File: src/rtl/multicycle_ctrl_fsm_if.sv
// Control/handshake bundle between the opcode decode, memories and the multi-cycle sequencer.
interface multicycle_ctrl_fsm_if #(
  parameter int unsigned OPCODE_W = 6,
  parameter int unsigned CNT_W    = 32
);
  logic [OPCODE_W-1:0] Opcode;
  logic                imem_ready;
  logic                dmem_ready;
  logic                stall;
  logic                resume;
  logic [2:0]          cur_state;
  logic [2:0]          n_state;
  logic                ir_wr;
  logic                pc_wr;
  logic                reg_wr;
  logic                mem_wr;
  logic                retire;
  logic [CNT_W-1:0]    instret;
  logic                halted;
  logic                illegal;

  modport master (
    output Opcode, imem_ready, dmem_ready, stall, resume,
    input  cur_state, n_state, ir_wr, pc_wr, reg_wr, mem_wr, retire, instret, halted, illegal
  );

  modport slave (
    input  Opcode, imem_ready, dmem_ready, stall, resume,
    output cur_state, n_state, ir_wr, pc_wr, reg_wr, mem_wr, retire, instret, halted, illegal
  );
endinterface

File: src/rtl/multicycle_ctrl_fsm.sv
// Registered IF/ID/EXE/MEM/WB/HALT sequencer with memory wait states, stall, halt/resume,
// illegal-opcode trap and a retired-instruction counter.
module multicycle_ctrl_fsm #(
  parameter int unsigned OPCODE_W     = 6,
  parameter int unsigned CNT_W        = 32,
  parameter bit          TRAP_ILLEGAL = 1'b1,
  parameter logic [OPCODE_W-1:0] OP_SW   = OPCODE_W'(6'b110000),
  parameter logic [OPCODE_W-1:0] OP_LW   = OPCODE_W'(6'b110001),
  parameter logic [OPCODE_W-1:0] OP_BEQ  = OPCODE_W'(6'b110100),
  parameter logic [OPCODE_W-1:0] OP_BNE  = OPCODE_W'(6'b110101),
  parameter logic [OPCODE_W-1:0] OP_BGTZ = OPCODE_W'(6'b110110),
  parameter logic [OPCODE_W-1:0] OP_J    = OPCODE_W'(6'b111000),
  parameter logic [OPCODE_W-1:0] OP_JR   = OPCODE_W'(6'b111001),
  parameter logic [OPCODE_W-1:0] OP_JAL  = OPCODE_W'(6'b111010),
  parameter logic [OPCODE_W-1:0] OP_HALT = OPCODE_W'(6'b111111),
  parameter logic [8:0][OPCODE_W-1:0] OP_ALU_LIST = {
    OPCODE_W'(6'b000010), OPCODE_W'(6'b010010), OPCODE_W'(6'b011000),
    OPCODE_W'(6'b000000), OPCODE_W'(6'b000001), OPCODE_W'(6'b100110),
    OPCODE_W'(6'b100111), OPCODE_W'(6'b010000), OPCODE_W'(6'b010001)
  }
) (
  input logic                  CLK,
  input logic                  Reset,
  multicycle_ctrl_fsm_if.slave bus
);

  localparam logic [2:0] StIf   = 3'b000;
  localparam logic [2:0] StId   = 3'b001;
  localparam logic [2:0] StExe  = 3'b010;
  localparam logic [2:0] StWb   = 3'b011;
  localparam logic [2:0] StMem  = 3'b100;
  localparam logic [2:0] StHalt = 3'b101;

  logic [2:0]          state_q, state_d;
  logic [OPCODE_W-1:0] op_q, op_d;
  logic                illegal_q, illegal_d;
  logic [CNT_W-1:0]    instret_q;
  logic                ir_wr, pc_wr, reg_wr, mem_wr, retire;
  logic                hold;

  function automatic logic is_alu(input logic [OPCODE_W-1:0] op);
    logic hit;
    hit = 1'b0;
    for (int i = 0; i < 9; i++) begin
      hit |= (op == OP_ALU_LIST[i]);
    end
    return hit;
  endfunction

  function automatic logic is_branch(input logic [OPCODE_W-1:0] op);
    return (op == OP_BEQ) || (op == OP_BNE) || (op == OP_BGTZ);
  endfunction

  function automatic logic is_mem(input logic [OPCODE_W-1:0] op);
    return (op == OP_SW) || (op == OP_LW);
  endfunction

  // Strobes are forced low while reset is asserted so nothing downstream fires during reset.
  assign hold = bus.stall | ~Reset;

  always_comb begin
    state_d   = state_q;
    op_d      = op_q;
    illegal_d = illegal_q;
    ir_wr     = 1'b0;
    pc_wr     = 1'b0;
    reg_wr    = 1'b0;
    mem_wr    = 1'b0;
    retire    = 1'b0;
    if (!hold) begin
      case (state_q)
        StIf: begin
          if (bus.imem_ready) begin
            state_d = StId;
            ir_wr   = 1'b1;
          end
        end
        StId: begin
          op_d = bus.Opcode;
          if ((bus.Opcode == OP_J) || (bus.Opcode == OP_JR) || (bus.Opcode == OP_JAL)) begin
            state_d = StIf;
            pc_wr   = 1'b1;
            retire  = 1'b1;
            reg_wr  = (bus.Opcode == OP_JAL);
          end else if (bus.Opcode == OP_HALT) begin
            state_d = StHalt;
            retire  = 1'b1;
          end else if (is_mem(bus.Opcode) || is_branch(bus.Opcode) || is_alu(bus.Opcode)) begin
            state_d = StExe;
          end else if (TRAP_ILLEGAL) begin
            state_d   = StHalt;
            illegal_d = 1'b1;
          end else begin
            state_d = StExe;
          end
        end
        StExe: begin
          if (is_branch(op_q)) begin
            state_d = StIf;
            pc_wr   = 1'b1;
            retire  = 1'b1;
          end else if (is_mem(op_q)) begin
            state_d = StMem;
          end else begin
            state_d = StWb;
          end
        end
        StMem: begin
          if (bus.dmem_ready) begin
            if (op_q == OP_SW) begin
              state_d = StIf;
              mem_wr  = 1'b1;
              pc_wr   = 1'b1;
              retire  = 1'b1;
            end else begin
              state_d = StWb;
            end
          end
        end
        StWb: begin
          state_d = StIf;
          reg_wr  = 1'b1;
          pc_wr   = 1'b1;
          retire  = 1'b1;
        end
        StHalt: begin
          if (bus.resume) begin
            state_d = StIf;
          end
        end
        default: state_d = StIf;
      endcase
    end
  end

  always_ff @(posedge CLK or negedge Reset) begin
    if (!Reset) begin
      state_q   <= StIf;
      op_q      <= '0;
      illegal_q <= 1'b0;
      instret_q <= '0;
    end else begin
      state_q   <= state_d;
      op_q      <= op_d;
      illegal_q <= illegal_d;
      if (retire) begin
        instret_q <= instret_q + CNT_W'(1);
      end
    end
  end

  assign bus.cur_state = state_q;
  assign bus.n_state   = state_d;
  assign bus.ir_wr     = ir_wr;
  assign bus.pc_wr     = pc_wr;
  assign bus.reg_wr    = reg_wr;
  assign bus.mem_wr    = mem_wr;
  assign bus.retire    = retire;
  assign bus.instret   = instret_q;
  assign bus.halted    = (state_q == StHalt);
  assign bus.illegal   = illegal_q;

endmodule

File: src/flat_wrapper.sv
// flat-port wrapper written by rule: the top's interface ports become plain ports
module multicycle_ctrl_fsm_flat 
#(
  parameter int unsigned OPCODE_W     = 6,
  parameter int unsigned CNT_W        = 32,
  parameter bit          TRAP_ILLEGAL = 1'b1,
  parameter logic [OPCODE_W-1:0] OP_SW   = OPCODE_W'(6'b110000),
  parameter logic [OPCODE_W-1:0] OP_LW   = OPCODE_W'(6'b110001),
  parameter logic [OPCODE_W-1:0] OP_BEQ  = OPCODE_W'(6'b110100),
  parameter logic [OPCODE_W-1:0] OP_BNE  = OPCODE_W'(6'b110101),
  parameter logic [OPCODE_W-1:0] OP_BGTZ = OPCODE_W'(6'b110110),
  parameter logic [OPCODE_W-1:0] OP_J    = OPCODE_W'(6'b111000),
  parameter logic [OPCODE_W-1:0] OP_JR   = OPCODE_W'(6'b111001),
  parameter logic [OPCODE_W-1:0] OP_JAL  = OPCODE_W'(6'b111010),
  parameter logic [OPCODE_W-1:0] OP_HALT = OPCODE_W'(6'b111111),
  parameter logic [8:0][OPCODE_W-1:0] OP_ALU_LIST = {
    OPCODE_W'(6'b000010), OPCODE_W'(6'b010010), OPCODE_W'(6'b011000),
    OPCODE_W'(6'b000000), OPCODE_W'(6'b000001), OPCODE_W'(6'b100110),
    OPCODE_W'(6'b100111), OPCODE_W'(6'b010000), OPCODE_W'(6'b010001)
  }
)
  (CLK, Reset, bus_Opcode, bus_imem_ready, bus_dmem_ready, bus_stall, bus_resume, bus_cur_state, bus_n_state, bus_ir_wr, bus_pc_wr, bus_reg_wr, bus_mem_wr, bus_retire, bus_instret, bus_halted, bus_illegal);
  multicycle_ctrl_fsm_if #(.OPCODE_W(OPCODE_W), .CNT_W(CNT_W)) bus_i ();
  input logic CLK;
  input logic Reset;
  input wire logic [$bits(bus_i.Opcode)-1:0] bus_Opcode;
  input wire logic [$bits(bus_i.imem_ready)-1:0] bus_imem_ready;
  input wire logic [$bits(bus_i.dmem_ready)-1:0] bus_dmem_ready;
  input wire logic [$bits(bus_i.stall)-1:0] bus_stall;
  input wire logic [$bits(bus_i.resume)-1:0] bus_resume;
  output wire logic [$bits(bus_i.cur_state)-1:0] bus_cur_state;
  output wire logic [$bits(bus_i.n_state)-1:0] bus_n_state;
  output wire logic [$bits(bus_i.ir_wr)-1:0] bus_ir_wr;
  output wire logic [$bits(bus_i.pc_wr)-1:0] bus_pc_wr;
  output wire logic [$bits(bus_i.reg_wr)-1:0] bus_reg_wr;
  output wire logic [$bits(bus_i.mem_wr)-1:0] bus_mem_wr;
  output wire logic [$bits(bus_i.retire)-1:0] bus_retire;
  output wire logic [$bits(bus_i.instret)-1:0] bus_instret;
  output wire logic [$bits(bus_i.halted)-1:0] bus_halted;
  output wire logic [$bits(bus_i.illegal)-1:0] bus_illegal;
  assign bus_i.Opcode = bus_Opcode;
  assign bus_i.imem_ready = bus_imem_ready;
  assign bus_i.dmem_ready = bus_dmem_ready;
  assign bus_i.stall = bus_stall;
  assign bus_i.resume = bus_resume;
  assign bus_cur_state = bus_i.cur_state;
  assign bus_n_state = bus_i.n_state;
  assign bus_ir_wr = bus_i.ir_wr;
  assign bus_pc_wr = bus_i.pc_wr;
  assign bus_reg_wr = bus_i.reg_wr;
  assign bus_mem_wr = bus_i.mem_wr;
  assign bus_retire = bus_i.retire;
  assign bus_instret = bus_i.instret;
  assign bus_halted = bus_i.halted;
  assign bus_illegal = bus_i.illegal;
  multicycle_ctrl_fsm #(.OPCODE_W(OPCODE_W), .CNT_W(CNT_W), .TRAP_ILLEGAL(TRAP_ILLEGAL), .OP_SW(OP_SW), .OP_LW(OP_LW), .OP_BEQ(OP_BEQ), .OP_BNE(OP_BNE), .OP_BGTZ(OP_BGTZ), .OP_J(OP_J), .OP_JR(OP_JR), .OP_JAL(OP_JAL), .OP_HALT(OP_HALT), .OP_ALU_LIST(OP_ALU_LIST)) u_core (.CLK(CLK), .Reset(Reset), .bus(bus_i));
endmodule
File: config.mk
export PLATFORM = sky130hd
export DESIGN_NAME = multicycle_ctrl_fsm_flat
export DESIGN_NICKNAME = d
export VERILOG_FILES = /design/src/rtl/multicycle_ctrl_fsm_if.sv /design/src/rtl/multicycle_ctrl_fsm.sv /design/src/flat_wrapper.sv
export SDC_FILE = /design/constraint.sdc
export NUM_CORES = 1
export LEC_CHECK = 0
export CORE_ASPECT_RATIO = 1.4
export CORE_MARGIN = 2
export CORE_UTILIZATION = 40
export DETAILED_ROUTE_END_ITERATION = 8
export GPL_TIMING_DRIVEN = 0
export MAX_ROUTING_LAYER = met4
export PLACE_DENSITY = 0.77
export SYNTH_ARGS = -nofsm -noshare
export SYNTH_HDL_FRONTEND = slang
export SYNTH_SLANG_ARGS = --single-unit
File: constraint.sdc
create_clock -name CLK -period 2.3 [get_ports CLK]
set_clock_uncertainty 0.2 [all_clocks]
set_input_delay 0.46 -clock CLK [delete_from_list [all_inputs] [get_ports CLK]]
set_output_delay 0.46 -clock CLK [all_outputs]
set_load 0.05 [all_outputs]
# ---- Word level (Yosys, flattened, before mapping)
# Cells that the tools add are included.
dict set report op_classes {
  add_sub_neg 1
  n_eq_ne 27
  mux 29
  n_bitwise 14
  n_reduce_logical 14
}
# operator n
set op_table {}
lappend op_table {{6-bit == test (second input constant)} 16}
lappend op_table {{32-bit by 1-bit adder with 32-bit output (second input constant)} 1}
lappend op_table {{3-bit two-way mux} 9}
lappend op_table {{6-bit by 5-bit == test with 1-bit output (second input constant)} 4}
lappend op_table {{1-bit two-way mux} 15}
lappend op_table {{3-bit one-hot mux with 5 select lines} 1}
lappend op_table {{1-bit logical OR} 10}
lappend op_table {{1-bit OR} 9}
lappend op_table {{1-bit one-hot mux with 4 select lines} 2}
lappend op_table {{3-bit by 2-bit == test with 1-bit output (second input constant)} 2}
lappend op_table {{3-bit == test (second input constant)} 2}
lappend op_table {{6-bit by 1-bit == test with 1-bit output (second input constant)} 1}
lappend op_table {{6-bit by 2-bit == test with 1-bit output (second input constant)} 1}
lappend op_table {{6-bit zero test} 1}
lappend op_table {{1-bit NOT} 5}
lappend op_table {{5-bit AND reduction} 1}
lappend op_table {{3-bit by 1-bit == test with 1-bit output (second input constant)} 1}
lappend op_table {{3-bit zero test} 1}
lappend op_table {{2-bit two-way mux} 1}
lappend op_table {{1-bit one-hot mux with 2 select lines} 1}
lappend op_table {{2-bit AND reduction} 1}
dict set report word_totals {
  register_bits 42
  inputBits 12
  out_inout_bits 45
  wordCells 89
}

# ---- Logic depth before layout (Yosys ltp)
# Gate-level depths: netlist (run 1).
dict set report logic_depth {
  depth_word 15
  mapped_depth 7
  ltp_nobuf 5
}

# ---- Least setup slack after synthesis (run 1)
# Ideal clock, no wire load.
dict set report synth_timing {
  path_type {reg2out}
  from {register u_core.state_q[0], in the netlist u_core.bus.cur_state[0]}
  to {output port bus_n_state[0]}
  arrival_time_ps 2169
  required_ps 1640
  setup_slack_ps -529
  path_stages_with_launch 6
  n_path_buf 1
  path_cell_list {dfrtp_1 clkbuf_1 a31o_2 nor3_1 nor3_1 o22ai_1}
}
dict set report synth_via {
  elab_chain_cells 3
  word_cells_on_any_way 10
  classes_between {eq/ne (4); mux (5); reduce/logical (1)}
}
# item line
set synth_lines {}
lappend synth_lines {{start, declared} multicycle_ctrl_fsm.sv:34} ;# logic [2:0] state_q, state_d;
lappend synth_lines {{start signal, assigned} multicycle_ctrl_fsm.sv:138} ;# state_q <= StIf;
lappend synth_lines {{start signal, assigned} multicycle_ctrl_fsm.sv:143} ;# state_q <= state_d;
lappend synth_lines {{3-bit == test (tied with other cells)} multicycle_ctrl_fsm.sv:71} ;# case (state_q)
lappend synth_lines {{3-bit one-hot mux with 5 select lines} multicycle_ctrl_fsm.sv:71}
lappend synth_lines {{3-bit two-way mux (*)} multicycle_ctrl_fsm.sv:70} ;# if (!hold) begin
lappend synth_lines {{end, declared} flat_wrapper.sv:32} ;# output wire logic [$bits(bus_i.n_state)-1:0] bus_n_state;
# Mark *: on every way between the ends. The rest lies on a longest branch, timed or not.

# ---- Final worst setup path (run 1)
dict set report layout_timing {
  from {register u_core.op_q[3]}
  to {output port bus_n_state[1]}
}
dict set report layout_via {
  elab_chain_cells 6
  word_cells_on_any_way 14
  classes_between {eq/ne (5); mux (6); reduce/logical (3)}
}
# item line
set layout_lines {}
lappend layout_lines {{start, declared} multicycle_ctrl_fsm.sv:35} ;# logic [OPCODE_W-1:0] op_q, op_d;
lappend layout_lines {{start signal, assigned} multicycle_ctrl_fsm.sv:144} ;# op_q <= op_d;
lappend layout_lines {{6-bit == test (on tied branches)} {multicycle_ctrl_fsm.sv:55, multicycle_ctrl_fsm.sv:110, multicycle_ctrl_fsm.sv:51}}
lappend layout_lines {{1-bit logical OR (on tied branches)} {multicycle_ctrl_fsm.sv:55, multicycle_ctrl_fsm.sv:51}}
lappend layout_lines {{3-bit two-way mux or 1-bit logical OR (tied branches)} {multicycle_ctrl_fsm.sv:102, multicycle_ctrl_fsm.sv:51}}
lappend layout_lines {{3-bit two-way mux} multicycle_ctrl_fsm.sv:98} ;# if (is_branch(op_q)) begin
lappend layout_lines {{3-bit one-hot mux with 5 select lines (*)} multicycle_ctrl_fsm.sv:71}
lappend layout_lines {{3-bit two-way mux (*)} multicycle_ctrl_fsm.sv:70}
# Marks and branches as above.

==> results of run 1 <==
[layout by cell type, fill, tap and decap left out, types with 3 or more instances in the layout]
master,count
nand4b_1,3
buf_2,6
nor3_1,4
nand3_1,14
nor3_4,3
dfrtp_1,37
buf_6,4
xnor2_1,30
nand4_1,18
dlymetal6s2s_1,3
mux2_2,6
clkdlybuf4s50_1,34
buf_4,20
dfrtp_2,5
and3_1,11
nor2_1,7
nand2_1,12
clkbuf_8,6
nand3_2,3
inv_1,5
dlygate4sd2_1,4
[through the flow]
| step | instance area, sq um | cells | total power [uW] | utilization [%] |
|---|---|---|---|---|
| detailed placement | 2990 | 346 | 2140 | 54.5 |
| floorplan | 2330 | 221 | 1780 | - |
| global placement | 2970 | 345 | 2120 | 54.2 |
| global route | 3390 | 368 | 2980 | 61.8 |
| finish | 3390 | 368 | 2850 | 61.8 |
| CTS | 3330 | 363 | 2800 | 60.7 |
[power by group]
| group | switching (uW) | leakage [uW] | total, uW | internal, uW |
|---|---|---|---|---|
| combinational | 861 | 0.000853 | 1420 | 559 |
| sequential | 126 | 0.000556 | 976 | 850 |
| clock | 250 | 0.0000438 | 454 | 204 |
| total | 1240 | 0.00145 | 2850 | 1610 |
[sequential cells by signal, summed over array words and instances, names as in the netlist]
name and cells:
u_core.bus.instret 32, u_core.op_q 6, u_core.bus.cur_state 3, u_core.bus.illegal 1
[metal layers]
| metal | global-route usage (%) | up-vias | wire [microns] |
|---|---|---|---|
| met5 | - | - | 0 |
| met2 | 36.4 | 62 | 3220 |
| met1 | 24.6 | 1028 | 2400 |
| met4 | 4.59 | 0 | 46 |
| li1 | - | 962 | - |
| met3 | 3.73 | 6 | 256 |
[cell families (layout without fill, tap and decap cells)]
family                   count (synthesis)  after routing  synth area share [%]
multiplexers                             6              6                  2.98
buffers and inverters                   15             94                  3.20
flip-flops                              42             42                  46.4
AO/OA/AOI/OAI                           23             23                  7.07
adder cells (fa/ha/maj)                  1              1                 0.552
AND/OR/NAND/NOR                        103            103                  27.8
XOR/XNOR                                31             31                  12.0
[timing repair]
action | 4_1_cts | 5_1_grt
setup endpoints to repair | 40 | 12
hold endpoints to repair | 13 | 0
hold buffers | 2 | 0
gates resized for setup | 119 | 10
cloned | 1 | 0
buffers inserted | 7 | 5
pin swaps | 12 | 5
[final cells by class]
cell class / instances / area (sq um)
clock buffers: 5 / 68.8
well taps: 68 / 85.1
flip-flops and latches: 42 / 1060
plain buffers: 10 / 75.1
fillers: 447 / 2090
clock inverters: 2 / 10.0
inverters: 5 / 18.8
repair buffers: 72 / 714
multi-input cells: 164 / 1360
[path summary, 6_finish.rpt]
kind                                                       to  cells after the start                               start  slack, ns
max                                            bus_n_state[1]                      5          u_core.op_q[3]$_DFFE_PN0P_      -0.26
min                        u_core.bus.instret[28]$_DFFE_PN0P_                      2                               Reset       0.03
max reg2reg                u_core.bus.instret[16]$_DFFE_PN0P_                      8   u_core.bus.cur_state[0]$_DFF_PN0_       0.09
min reg2reg                u_core.bus.instret[31]$_DFFE_PN0P_                      1  u_core.bus.instret[31]$_DFFE_PN0P_       0.29
max in group asynchronous   u_core.bus.cur_state[1]$_DFF_PN0_                      3                               Reset       0.76
min in group CLK                   u_core.op_q[2]$_DFFE_PN0P_                      2                       bus_Opcode[2]       0.28
[critical path: stages, from the launching register on]
cell	delay, ns
dfrtp_1	0.39
nand3b_1	0.22
o41ai_2	0.33
o21ai_1	0.11
or3_4	0.39
buf_8	0.16
==> impl_metrics.py, run 1 <==
metrics = {
    "floorplan": {
        "die_width_microns": 67.6,
        "rows": 32,
        "die_area_sq_um": 6290,
        "coreArea_sq_um": 5490,
        "initial_core_util_pct": 41.3,
        "die_h_microns": 93.0,
        "ios": 57,
    },
    "critical_path": {
        "critPathArrivalTime_ns": 1.90,
        "worstPathMaxFanout": 3,
        "endpoint_kind": "output pin",
        "crit_type": "register to output pin",
        "cp.required_ns": 1.64,
        "cp-start-kind": "register",
    },
    "routing": {
        "drc": 0,
        "via_per_inst": 5.59,
        "wirelength_microns": 5920,
        "first_iter_violations": 80,
        "ant_nets": 0,
        "drtPass1Iterations": 4,
        "vias": 2058,
        "wl_per_cell_microns": 16.1,
    },
    "logic_synthesis": {
        "synthTopCellsByArea": "dfrtp_1 (46%), xnor2_1 (12%), nand4_1 (5.0%)",
        "synth_fp_nets": 234,
        "synth_top_cell_area_share_pct": 46.4,
        "synth.avg_cell_area_sq_um": 10.2,
        "synth.cell_area_sq_um": 2260,
        "synth_top_area_cell": "dfrtp_1",
        "async_reset_ff_share_pct": 100,
        "synth_ff_type": "dfrtp_1",
        "ys_seq_elements": 42,
        "yosysMostFrequentCell": "dfrtp_1",
        "yosysUniqueCellTypes": 49,
        "synth_commonest_cells": "dfrtp_1 (42), xnor2_1 (30), nand4_1 (18)",
        "synth.yosys.seq_area_share_pct": 46.4,
        "ys.warnings.count": 0,
        "synth_edf_count": 0,
        "synthCells": 221,
    },
    "clock_network": {
        "htreeDepth": 2,
        "clockBufferDepth": 2,
        "cts_tree": "yes",
        "insertion_delay_ns": 0.29,
        "cts_made_buffers": 5,
        "clkSinkCount": 42,
        "clk_pin_slew_worst_paths_ns": 0.08,
        "cts-root-buf": "clkbuf_8",
    },
    "place": {
        "place_congestion": 0.896,
        "numPortBuffers": 56,
        "place_ws_ns": -1.44,
        "dp_hpwl_microns": 4070,
    },
    "global_route": {
        "gr-usage-all-layers_pct": 20.9,
        "grt.overflow.total": 0,
        "grt_pass1_wl_microns": 9970,
        "grt_max_degree": 16,
        "antenna_found_initial": 0,
        "first_global_vias": 2134,
    },
    "timing": {
        "worst_slack_ns": -0.255,
        "setup_viol": 5,
        "max_freq_ghz": 0.391,
        "worstMarginPinSlew_ns": 0.659,
        "relSlewSlack_pct": 55.9,
        "finalMaxSlewViolations": 0,
        "hold_ws_ns": 0.0277,
        "min_period_ns": 2.56,
        "rsz0062_at_grt": "yes",
        "fin_tns_setup_ns": -0.858,
        "period_share_pct": 111,
        "hold_viol": 0,
    },
    "power_and_ir_drop": {
        "vdd_drop_max_v": 0.000946,
        "p_per_area_nw_per_um2": 840,
        "cellLeakagePower_uw": 0.00145,
    },
    "cells_and_area": {
        "drive_gt1_share_pct": 32.0,
        "syn_to_final_growth_pct": 49.8,
        "n_antenna_cell": 0,
        "nets": 313,
    },
    "outcome": {
        "violations": "setup timing",
        "status": "finished with violations",
    },
    "hold_path": {
        "hp-class": "input pin to asynchronous set/reset pin",
    },
    "flow_run": {
        "drv_cap": 0,
    },
}
Power figures use the tool's default switching activity.
==> run 2, diff against run 1 <==
--- a/config.mk
+++ b/config.mk
@@ -15,3 +15,4 @@
 export SYNTH_ARGS = -nofsm -noshare
 export SYNTH_HDL_FRONTEND = slang
 export SYNTH_SLANG_ARGS = --single-unit
+export TNS_END_PERCENT = 10
==> run 2 against run 1 <==
The flow still finishes with violations (setup timing); worst setup slack worse by 0.039 ns; core utilization rose by 0.50 points; clock power rose by 55%; die area did not move; sequential share of layout area shrank 0.40 points.
==> impl_metrics.py, run 2 (same netlist as run 1, synthesis figures left out) <==
metrics = {
    "cells_and_area": {
        "syn_to_final_growth_pct": 51.0,
        "final_cell_mix": "dfrtp_1 (41), clkdlybuf4s50_1 (36), xnor2_1 (30)",
        "n_antenna_cell": 0,
        "multi_input_area_sq_um": 1380,
        "fillCellCount": 430,
        "utilization_pct": 62.3,
        "mostFrequentLayoutCell": "dfrtp_1",
        "nets": 306,
        "largest_register_ffs": 32,
        "regArea_sq_um": 1050,
        "drive_gt1_share_pct": 30.3,
    },
    "floorplan": {
        "rows": 32,
        "ios": 57,
        "die_width_microns": 67.6,
        "initial_core_util_pct": 41.3,
        "die_h_microns": 93.0,
        "coreArea_sq_um": 5490,
        "die_area_sq_um": 6290,
    },
    "critical_path": {
        "crit_buf_inv": 2,
        "r2r_start": "u_core.bus.cur_state[2]$_DFF_PN0_",
        "cpMostUsedCell": "nor3_2",
        "reg2reg_depth": 7,
        "cp_slowest_cell": "or3_4",
        "worstPathMaxFanout": 2,
        "r2r_end": "u_core.bus.instret[24]$_DFFE_PN0P_",
        "cp-startpoint": "u_core.op_q[3]$_DFFE_PN0P_",
        "cp-start-kind": "register",
        "slowest_delay_ns": 0.41,
        "rrSetupSlack_ns": 0.14,
        "crit_chain": "nand3b_1 > buf_4 > nor3_2 > nor3_2 > or3_4 > buf_8",
        "endpoint_kind": "output pin",
        "cp.required_ns": 1.64,
        "critPathArrivalTime_ns": 1.93,
        "crit_type": "register to output pin",
        "cp_top_family": "simple AND/OR/NAND/NOR gates",
    },
    "place": {
        "dp_hpwl_microns": 3930,
        "numPortBuffers": 56,
        "place_congestion": 0.882,
    },
    "timing": {
        "finalMaxSlewViolations": 0,
        "max_freq_ghz": 0.386,
        "period_share_pct": 113,
        "setup_viol": 7,
        "min_period_ns": 2.59,
        "worst_slack_ns": -0.294,
        "rsz0062_at_grt": "yes",
        "hold_viol": 0,
        "worstMarginPinSlew_ns": 0.514,
        "relSlewSlack_pct": 65.7,
    },
    "clock_network": {
        "htreeDepth": 2,
        "clkSinkCount": 42,
        "cts-root-buf": "clkbuf_8",
        "insertion_delay_ns": 0.30,
        "cts_made_buffers": 5,
        "clockBufferDepth": 2,
        "clk_pin_slew_worst_paths_ns": 0.08,
        "cts_tree": "yes",
    },
    "hold_path": {
        "hp-class": "input pin to asynchronous set/reset pin",
    },
    "power_and_ir_drop": {
        "finalPower_uw": 3040,
        "p_per_area_nw_per_um2": 889,
        "cellLeakagePower_uw": 0.00143,
        "vdd_drop_max_v": 0.000826,
    },
    "global_route": {
        "grt.overflow.total": 0,
        "gr-usage-all-layers_pct": 21.4,
        "antenna_found_initial": 0,
        "first_global_vias": 2098,
        "grt_max_degree": 41,
        "grt_pass1_wl_microns": 10100,
    },
    "outcome": {
        "status": "finished with violations",
        "violations": "setup timing",
    },
    "routing": {
        "drtPass1Iterations": 4,
        "ant_nets": 0,
        "wirelength_microns": 5940,
        "drc": 0,
        "top_layer": "met4",
        "vias": 2034,
        "wl_met2_microns": 3230,
        "dr_wl_met3_microns": 307,
        "wl_per_cell_microns": 16.4,
        "via_per_inst": 5.62,
        "wl_met1_microns": 2300,
        "first_iter_violations": 149,
    },
    "flow_run": {
        "drv_cap": 0,
    },
}
run 2: how the worst max path moves through the flow:
stage,cells past startpoint,to,slack [ns]
after floorplan,5,u_core.bus.instret[1]$_DFFE_PN0P_,-0.08
after global placement,8,bus_n_state[1],-2.67
after detailed placement,7,bus_n_state[2],-1.41
after CTS,5,bus_n_state[1],-0.23
after global routing,6,bus_n_state[1],-0.36
final,6,bus_n_state[1],-0.29
run 2: what timing repair did:
action	in CTS	in global routing
setup endpoints to repair	19	22
endpoints found under the hold margin	42	0
buffers inserted	4	2
gates resized for setup	112	29
pin swaps	11	12
hold buffers	2	0
run 2: final cells by class:
class,instances,area share [%]
multi-input cells,164,40.2
flip-flops and latches,42,30.8
repair buffers,65,19.7
well taps,68,2.49
plain buffers,10,2.20
clock buffers,5,2.01
clock inverters,3,2.01
inverters,5,0.549
run 2: routing by layer:
layer / vias up / track usage [%]
met2: 81 / 36.8
li1: 948 / -
met3: 11 / 3.61
met4: 0 / 6.80
met1: 994 / 24.9
met5: - / -
run 2: stage by stage:
stage	setup WS, ns	cells	hold slack (ns)	setup TNS, ns	instance area [sq um]
floorplan	-0.0816	221	-0.0356	-0.334	2310
finish	-0.294	362	0.0485	-1.15	3420
detailed placement	-1.41	346	0.0749	-19.30	2970
global route	-0.365	362	0.0711	-1.70	3420
CTS	-0.227	360	0.0475	-0.910	3300
global placement	-2.67	345	0.257	-106.96	2960
run 2: worst register-to-register path, stage by stage (launching register included):
cell      delay [ns]
dfrtp_1         0.42
clkbuf_4        0.22
o21a_1          0.19
nor3_4          0.29
and3_4          0.25
buf_4           0.18
nand4_1         0.15
xnor2_1         0.15
run 2: where the power goes:
part	leakage (uW)	internal (uW)	switching (uW)
Combinational	0.000803	527	837
Clock	0.0000683	435	268
Sequential	0.000562	847	128
